File: src/rtl/tt_qacc_pkg.sv
// Shared types and constants for the quadratic accumulator tile.
package tt_qacc_pkg;

  typedef enum logic [1:0] {
    IDLE = 2'd0,
    MUL  = 2'd1,
    ACC  = 2'd2
  } state_t;

  // uio_in control bits
  localparam int RUN    = 0;
  localparam int MODE   = 1;
  localparam int SAT    = 2;
  localparam int LOAD   = 3;
  // uio_out status bits
  localparam int BUSY   = 4;
  localparam int OVF    = 5;
  localparam int DONE   = 6;
  localparam int SATHIT = 7;

  // Never returns less than 1 so counters always have at least one bit
  function automatic int clog2(input int value);
    int r;
    r = 0;
    while ((1 << r) < value) r++;
    return (r < 1) ? 1 : r;
  endfunction

endpackage

File: src/rtl/tt_seq_mult.sv
// Iterative shift-add multiplier: one multiplier bit per enabled cycle, M cycles per product.
module tt_seq_mult
  import tt_qacc_pkg::*;
#(
  parameter int M = 5
) (
  input  logic           clk,
  input  logic           rst_n,
  input  logic           ena,
  input  logic           start,
  input  logic [M-1:0]   a,
  input  logic [M-1:0]   b,
  output logic [2*M-1:0] prod,
  output logic           done
);

  localparam int CW = clog2(M);

  logic [2*M-1:0] a_r;
  logic [M-1:0]   b_r;
  logic [CW-1:0]  cnt;
  logic           running;

  // done flags the cycle in which the last partial product is being added
  assign done = running && (cnt == CW'(M - 1));

  always_ff @(posedge clk) begin
    if (!rst_n) begin
      a_r     <= '0;
      b_r     <= '0;
      cnt     <= '0;
      prod    <= '0;
      running <= 1'b0;
    end else if (ena) begin
      if (start) begin
        a_r     <= (2*M)'(a);
        b_r     <= b;
        cnt     <= '0;
        prod    <= '0;
        running <= 1'b1;
      end else if (running) begin
        if (b_r[cnt]) prod <= prod + (a_r << cnt);
        cnt <= cnt + CW'(1);
        if (done) running <= 1'b0;
      end
    end
  end

endmodule

File: src/rtl/tt_um_quad_accumulator_gen.sv
// Tiny Tapeout tile: accumulator stepping acc + x (+ f^2 in quadratic mode) with saturate/wrap.
module tt_um_quad_accumulator_gen
  import tt_qacc_pkg::*;
#(
  parameter int WIDTH    = 8,
  parameter int IN_SHIFT = 2,
  parameter int FB_SHIFT = 3
) (
  input  logic       clk,
  input  logic       rst_n,
  input  logic       ena,
  input  logic [7:0] ui_in,
  input  logic [7:0] uio_in,
  output logic [7:0] uo_out,
  output logic [7:0] uio_out,
  output logic [7:0] uio_oe
);

  localparam int M  = WIDTH - FB_SHIFT;
  localparam int SW = ((WIDTH > 2*M) ? WIDTH : 2*M) + 1;

  state_t           state, state_next;
  logic [WIDTH-1:0] acc;
  logic [7:0]       x;
  logic             mode_r, sat_r, ovf, step_done, sat_hit, busy;
  logic [M-1:0]     f;
  logic [2*M-1:0]   prod;
  logic             mult_start, mult_done;
  logic [SW-1:0]    sum;
  logic             overflow;
  logic             run, load;
  logic             unused_uio;

  assign run        = uio_in[RUN];
  assign load       = uio_in[LOAD];
  assign unused_uio = &{1'b0, uio_in[7:4]};
  assign f          = acc[WIDTH-1:FB_SHIFT];
  assign mult_start = (state == IDLE) && !load && run && uio_in[MODE];

  tt_seq_mult #(.M(M)) u_mult (
    .clk   (clk),
    .rst_n (rst_n),
    .ena   (ena),
    .start (mult_start),
    .a     (f),
    .b     (f),
    .prod  (prod),
    .done  (mult_done)
  );

  // Full-width sum so overflow is judged before any truncation
  assign sum      = SW'(acc) + SW'(x) + (mode_r ? SW'(prod) : '0);
  assign overflow = |sum[SW-1:WIDTH];

  always_ff @(posedge clk) begin
    if (!rst_n)   state <= IDLE;
    else if (ena) state <= state_next;
  end

  always_comb begin
    state_next = state;
    case (state)
      IDLE:    if (!load && run) state_next = uio_in[MODE] ? MUL : ACC;
      MUL:     if (mult_done)    state_next = ACC;
      ACC:     state_next = IDLE;
      default: state_next = IDLE;
    endcase
  end

  always_comb begin
    busy = (state != IDLE);
  end

  always_ff @(posedge clk) begin
    if (!rst_n) begin
      acc       <= '0;
      x         <= '0;
      mode_r    <= 1'b0;
      sat_r     <= 1'b0;
      ovf       <= 1'b0;
      step_done <= 1'b0;
      sat_hit   <= 1'b0;
    end else if (ena) begin
      step_done <= (state == ACC);
      case (state)
        IDLE: begin
          if (load) begin
            acc <= WIDTH'(ui_in);
            ovf <= 1'b0;
          end else if (run) begin
            x      <= ui_in >> IN_SHIFT;
            mode_r <= uio_in[MODE];
            sat_r  <= uio_in[SAT];
          end
        end
        ACC: begin
          if (overflow) begin
            ovf     <= 1'b1;
            acc     <= sat_r ? '1 : sum[WIDTH-1:0];
            sat_hit <= sat_r;
          end else begin
            acc     <= sum[WIDTH-1:0];
            sat_hit <= 1'b0;
          end
        end
        default: ;
      endcase
    end
  end

  assign uo_out  = acc[WIDTH-1 -: 8];
  assign uio_out = {sat_hit, step_done, ovf, busy, 4'b0000};
  assign uio_oe  = 8'hF0;

endmodule

File: config.mk
export PLATFORM = sky130hd
export DESIGN_NAME = tt_um_quad_accumulator_gen
export DESIGN_NICKNAME = d
export VERILOG_FILES = /design/src/rtl/tt_qacc_pkg.sv /design/src/rtl/tt_seq_mult.sv /design/src/rtl/tt_um_quad_accumulator_gen.sv
export SDC_FILE = /design/constraint.sdc
export NUM_CORES = 1
export LEC_CHECK = 0
export BUFFER_PORTS_ARGS = -buffer_cell sky130_fd_sc_hd__buf_2
export CAP_MARGIN = 20
export CELL_PAD_IN_SITES_DETAIL_PLACEMENT = 1
export CELL_PAD_IN_SITES_GLOBAL_PLACEMENT = 2
export CORE_MARGIN = 2
export CORE_UTILIZATION = 35
export CTS_BUF_LIST = sky130_fd_sc_hd__clkbuf_8
export DETAILED_ROUTE_END_ITERATION = 16
export PLACE_DENSITY_LB_ADDON = 0.1
export RECOVER_POWER = 50
export SYNTH_ARGS = -nofsm -noshare
export SYNTH_HDL_FRONTEND = slang
export SYNTH_SLANG_ARGS = --single-unit
File: constraint.sdc
create_clock -name clk -period 3.3 [get_ports clk]
set_clock_uncertainty 0.1 [all_clocks]
set_input_delay 0.165 -clock clk [delete_from_list [all_inputs] [get_ports clk]]
set_output_delay 0.165 -clock clk [all_outputs]
set_load 0.01 [all_outputs]
==> results.toml, run 1 <==
[die]
num_rows = 33
dieArea_mm2 = 0.00940
start_util_pct = 36.4
core_mm2 = 0.00830
die_x_um = 97.0
die_y_um = 97.0
io_pins = 43

[synthesis]
yosysWarnings = 0
ys_seq_elements = 40
synth_top_area_share_pct = 26.5
syn_area_mm2 = 0.00302
async_flop_share_pct = 0
synthTopCellsByArea = "dfxtp_1, ha_1, mux2i_1"
synth_flop_cell = "dfxtp_1"
synth_top_cell_by_area = "dfxtp_1"
avgSynthCellArea_um2 = 8.00
syn_inst = 378
synth_edf_count = 0
synth-seq-area-share_pct = 26.5
yosysUniqueCellTypes = 51

[clock_network]
cts-root-buf = "clkbuf_8"
worstSkewPairLatency_ns = 0.29
htreeDepth = 2
cts.sinks = 40
cts_tree = "done"
cts_buffers = 5
clk_pin_slew_ns = 0.09
ctsLongestPathBuffers = 2

[routing]
vias_per_cell = 5.23
routed_wirelength_mm = 8.56
postRouteAntennaNets = 0
routedWlPerCell_um = 16.6
vias = 2703
remaining_drc_errors = 0
dr.pass1.iters = 4
drt_iter0_drc = 78

[placement]
dp_cells = 507
place_hpwl_mm = 6.71
dpl_worst_slack_ns = 0.137
dpl_cell_area_mm2 = 0.00328
port-buffer-count = 26
place_congestion = 0.800

[setup_path]
worst_setup_path_start_kind = "flop"
r2r-start = "mode_r"
required_ns = 3.37
end_kind = "flop"
worstPathMaxFanout = 6
worstSetupStartpoint = "mode_r"
arrival_ns = 3.17
worstSetupPathType = "flop to flop"

[global_route]
grt_overflow = 0
busiest_layer = "met2"
grtUsageTotal_pct = 18.7
antenna_found_initial = 0
grt_util_met1_pct = 26.2
use_met3_pct = 2.75
gr-usage-met2_pct = 30.8
grt_pass1_vias = 2793
grt_max_degree = 30
grt_pass1_wl_mm = 14.3

[sta]
setup_slack_ns = 0.205
min_period_ns = 3.09
fin_crit_sh_pct = 93.8
worst_slew_pin_slew_ns = 0.861
final-max-slew-violation-count = 0
setup_viol = 0
rsz0062_at_grt = "false"
hold_violations = 0
tns_ns = 0
relSlewSlack_pct = 42.4
max_freq_mhz = 323

[cells_and_area]
drive_gt1_share_pct = 12.1
antenna_cells = 0
area_delta_synth_final_pct = 11.8
finalNonFillerCells = 517
design_area_mm2 = 0.00338
nets = 459

[power]
pwr_density_cell_mw_per_mm2 = 296
p_leak_uw = 0.00148
ir_drop_mv = 0.137

[worst_hold_path]
min-delay-start = "ui_in[3]"
worstHoldPathType = "input port to flop"

[flow_run]
drv_cap = 0

[status]
status = "finished clean"
## cells by family (layout without fill, tap and decap cells)
family | Yosys count | count (layout) | share of synthesized area [%]
buffers and inverters | 51 | 75 | 8.48
xor gates and xnor gates | 11 | 11 | 3.19
and+or+nand+nor | 133 | 133 | 21.3
adders and majority gates | 29 | 29 | 14.0
AOI/OAI and AO/OA | 93 | 93 | 19.8
DFF | 40 | 40 | 26.5
other | 2 | 12 | 0.248
muxes | 19 | 19 | 6.45
## worst max-delay path, stage by stage, from the launching register on
cell	delay [ns]
dfxtp_1	0.35
and2_1	0.16
fa_1	0.49
ha_1	0.18
inv_1	0.06
fa_1	0.40
nand2b_1	0.19
a21oi_2	0.20
a211o_1	0.13
nand3_1	0.17
o31ai_4	0.31
buf_12	0.16
a31oi_1	0.08
## flip-flops by register name (all words and copies together), names as in the netlist
register	flops
ovf	1
state	2
u_mult.prod	10
x	6
mode_r	1
uo_out	8
sat_r	1
u_mult.b_r	5
u_mult.running	1
step_done	1
sat_hit	1
u_mult.cnt	3
## worst paths after layout
path,end,slack [ns],cells after the start
worst max-delay path,uo_out[6],0.21,12
worst min-delay path,x[1],0.02,3
worst max register to register,uo_out[6],0.21,12
worst min register to register,ovf,0.35,2
## Yosys cell counts (5+ instances only)
master,instances
dfxtp_1,40
nand2_1,38
a21oi_1,32
nor2_1,29
ha_1,21
inv_1,21
nand3_1,21
o21ai_0,19
mux2i_1,17
buf_4,16
and2_1,12
clkbuf_1,10
a31oi_1,8
fa_1,8
nor2b_1,7
xnor2_1,7
nor3_1,6
a211oi_1,5
## cell usage in the layout (no fill, tap or decap), drive strengths merged, types with 3 or more instances in the layout
cell,instances
a211oi,6
a21o,3
a21oi,33
a31oi,8
and2,12
and3,4
buf,31
clkbuf,20
conb,12
dfxtp,40
fa,8
ha,21
inv,22
mux2i,18
nand2,38
nand2b,4
nand3,21
nor2,29
nor2b,7
nor3,6
o21ai,20
o21bai,3
o22ai,4
or3,3
xnor2,7
xor2,4
## per-stage QoR
stage	util, %	total power, uW	hold WS [ns]
after floorplan	-	623	0.209
after global placement	39.5	661	0.295
after detailed placement	39.5	664	0.305
after CTS	40.8	1020	0.0126
after global routing	40.7	1060	0.0362
final	40.7	1000	0.0198
## layer usage
metal	vias to the layer above	part of all wire, %
li1	1370	-
met1	1291	51
met2	36	46
met3	6	2.6
met4	0	0.69
met5	-	0
## power by group
part | switching (uW) | total, uW | internal, uW
sequential | 15.0 | 510 | 495
clock | 181 | 348 | 167
combinational | 89.2 | 144 | 54.5
## repair_timing
action,4_1_cts,5_1_grt
buffers inserted,0,1
gates resized for setup,0,2
setup endpoints to repair,0,9
hold buffers,1,0
hold endpoints to repair,1,0
## layout make-up
cell class                 count  area [um^2]
fill                        1050         4920
clock buffer                   6         82.6
inverter                      21         78.8
timing repair buffer          46          270
tap                          105          131
sequential                    40          802
clock inverter                 2         11.3
multi-input combinational    297         2000
Power figures use the tool's default switching activity.
==> run 2, diff against run 1 <==
CORE_ASPECT_RATIO = 0.5   (was not set)
==> results.toml, run 2 (synthesis results as in run 1) <==
[routing]
vias_per_cell = 5.26
vias = 2712
routedWlPerCell_um = 17.4
postRouteAntennaNets = 0
routed_wirelength_mm = 8.97
dr.pass1.iters = 4
drt_iter0_drc = 102
remaining_drc_errors = 0

[clock_network]
post_cts_buffers = 0
htreeDepth = 2
cts.sinks = 40
cts_tree = "done"
clk_pin_slew_ns = 0.10
cts_buffers = 5
ctsLongestPathBuffers = 2
worstSkewPairLatency_ns = 0.31
cts-root-buf = "clkbuf_8"

[cells_and_area]
regArea_um2 = 803
top_register = "u_mult.prod"
antenna_cells = 0
finalNonFillerCells = 516
area_delta_synth_final_pct = 10.1
nets = 451
drive_gt1_share_pct = 11.4
largest_reg_flops = 10
final_cell_mix = "nand2_1, dfxtp_1, a21oi_1, nor2_1"
multi_input_area_mm2 = 0.00201
num-fill-cells = 1045

[sta]
fin_crit_sh_pct = 93.6
setup_viol = 0
relSlewSlack_pct = 53.6
hold_violations = 0
min_period_ns = 3.09
worst_hold_slack_ns = 0.00981
tns_ns = 0
max_freq_mhz = 324
worst_slew_pin_slew_ns = 0.694
final-max-slew-violation-count = 0
rsz0062_at_grt = "false"

[setup_path]
path_delay_family = "adder cells"
required_ns = 3.40
path_cells = "and2_1 -> fa_1 -> ha_1 -> inv_1 -> fa_1 -> nand2b_1 -> a21oi_2 -> a211o_1 -> nand3_2 -> buf_4 -> nor4_2 -> o21ai_0"
worst_setup_path_start_kind = "flop"
end_kind = "flop"
crit_buf_inv = 2
critPathSlowestCell = "fa_1"
arrival_ns = 3.19
path_common_cell = "fa_1"
worstSetupPathType = "flop to flop"
max_stage_delay_ns = 0.49
worstPathMaxFanout = 4

[worst_hold_path]
worstHoldPathType = "input port to flop"

[placement]
place_hpwl_mm = 6.92
place_congestion = 0.898
port-buffer-count = 26
dp_cells = 507

[die]
die_y_um = 69.7
io_pins = 43
die_x_um = 135
core_mm2 = 0.00820
start_util_pct = 36.9
num_rows = 23
dieArea_mm2 = 0.00945

[power]
p_leak_uw = 0.00144
ir_drop_mv = 0.166
pwr_density_cell_mw_per_mm2 = 306

[flow_run]
drv_cap = 0

[global_route]
grt_overflow = 0
grt_pass1_wl_mm = 14.9
grt_max_degree = 30
grt_pass1_vias = 2833
antenna_found_initial = 0
grtUsageTotal_pct = 20.2

[status]
status = "finished clean"
-- run 2: cell types whose count changed in the layout (fill, tap and decap cells not counted), sizes merged --
cell and change:
buf -8, clkbuf -1, clkinv +1, clkinvlp +1, inv -1
-- run 2: tightest hold or removal path: stages --
cell     delay (ns)
buf_2          0.10
mux2i_1        0.06
nor2_1         0.07
-- run 2: report_power, final --
part           switching [uW]  internal, uW  total [uW]
Combinational            88.1          50.5         139
Clock                     216           150         367
Sequential               18.1           495         513
-- run 2: metrics by stage --
step | total power, uW | cell area [um^2] | utilization [%] | setup WS, ns
floorplan | 623 | 3060 | - | 0.338
global placement | 659 | 3240 | 39.5 | 0.175
detailed placement | 663 | 3240 | 39.5 | 0.0871
CTS | 1020 | 3340 | 40.7 | 0.0360
global route | 1060 | 3330 | 40.6 | 0.00289
finish | 1020 | 3330 | 40.6 | 0.211
-- run 2: final cells by class --
class,instances,area share (%)
multi-input combinational,297,60.5
inverter,21,2.37
clock inverter,3,0.714
clock buffer,5,2.07
timing repair buffer,38,6.01
tap,112,4.21
sequential,40,24.1
-- run 2: path summary, 6_finish.rpt --
| check | from | endpoint | slack (ns) | depth (start not counted) |
|---|---|---|---|---|
| min reg2reg | ovf | ovf | 0.36 | 2 |
| max | u_mult.prod[1] | uo_out[4] | 0.21 | 12 |
| min | ui_in[6] | x[4] | 0.01 | 3 |
| max reg2reg | u_mult.prod[1] | uo_out[4] | 0.21 | 12 |
-- run 2: routing by layer --
| layer | global-route usage, % | vias up | share of wire [%] |
|---|---|---|---|
| met1 | 28.6 | 1304 | 52 |
| met5 | 0 | - | 0 |
| met4 | 3.47 | 0 | 0.65 |
| li1 | - | 1352 | - |
| met2 | 31.9 | 49 | 44 |
| met3 | 4.53 | 7 | 3.9 |
-- run 2: what timing repair did --
action                                 CTS  global route
hold buffers                             1             0
endpoints found under the hold margin    1             0
setup endpoints to repair                0            10
gates resized for setup                  0             5
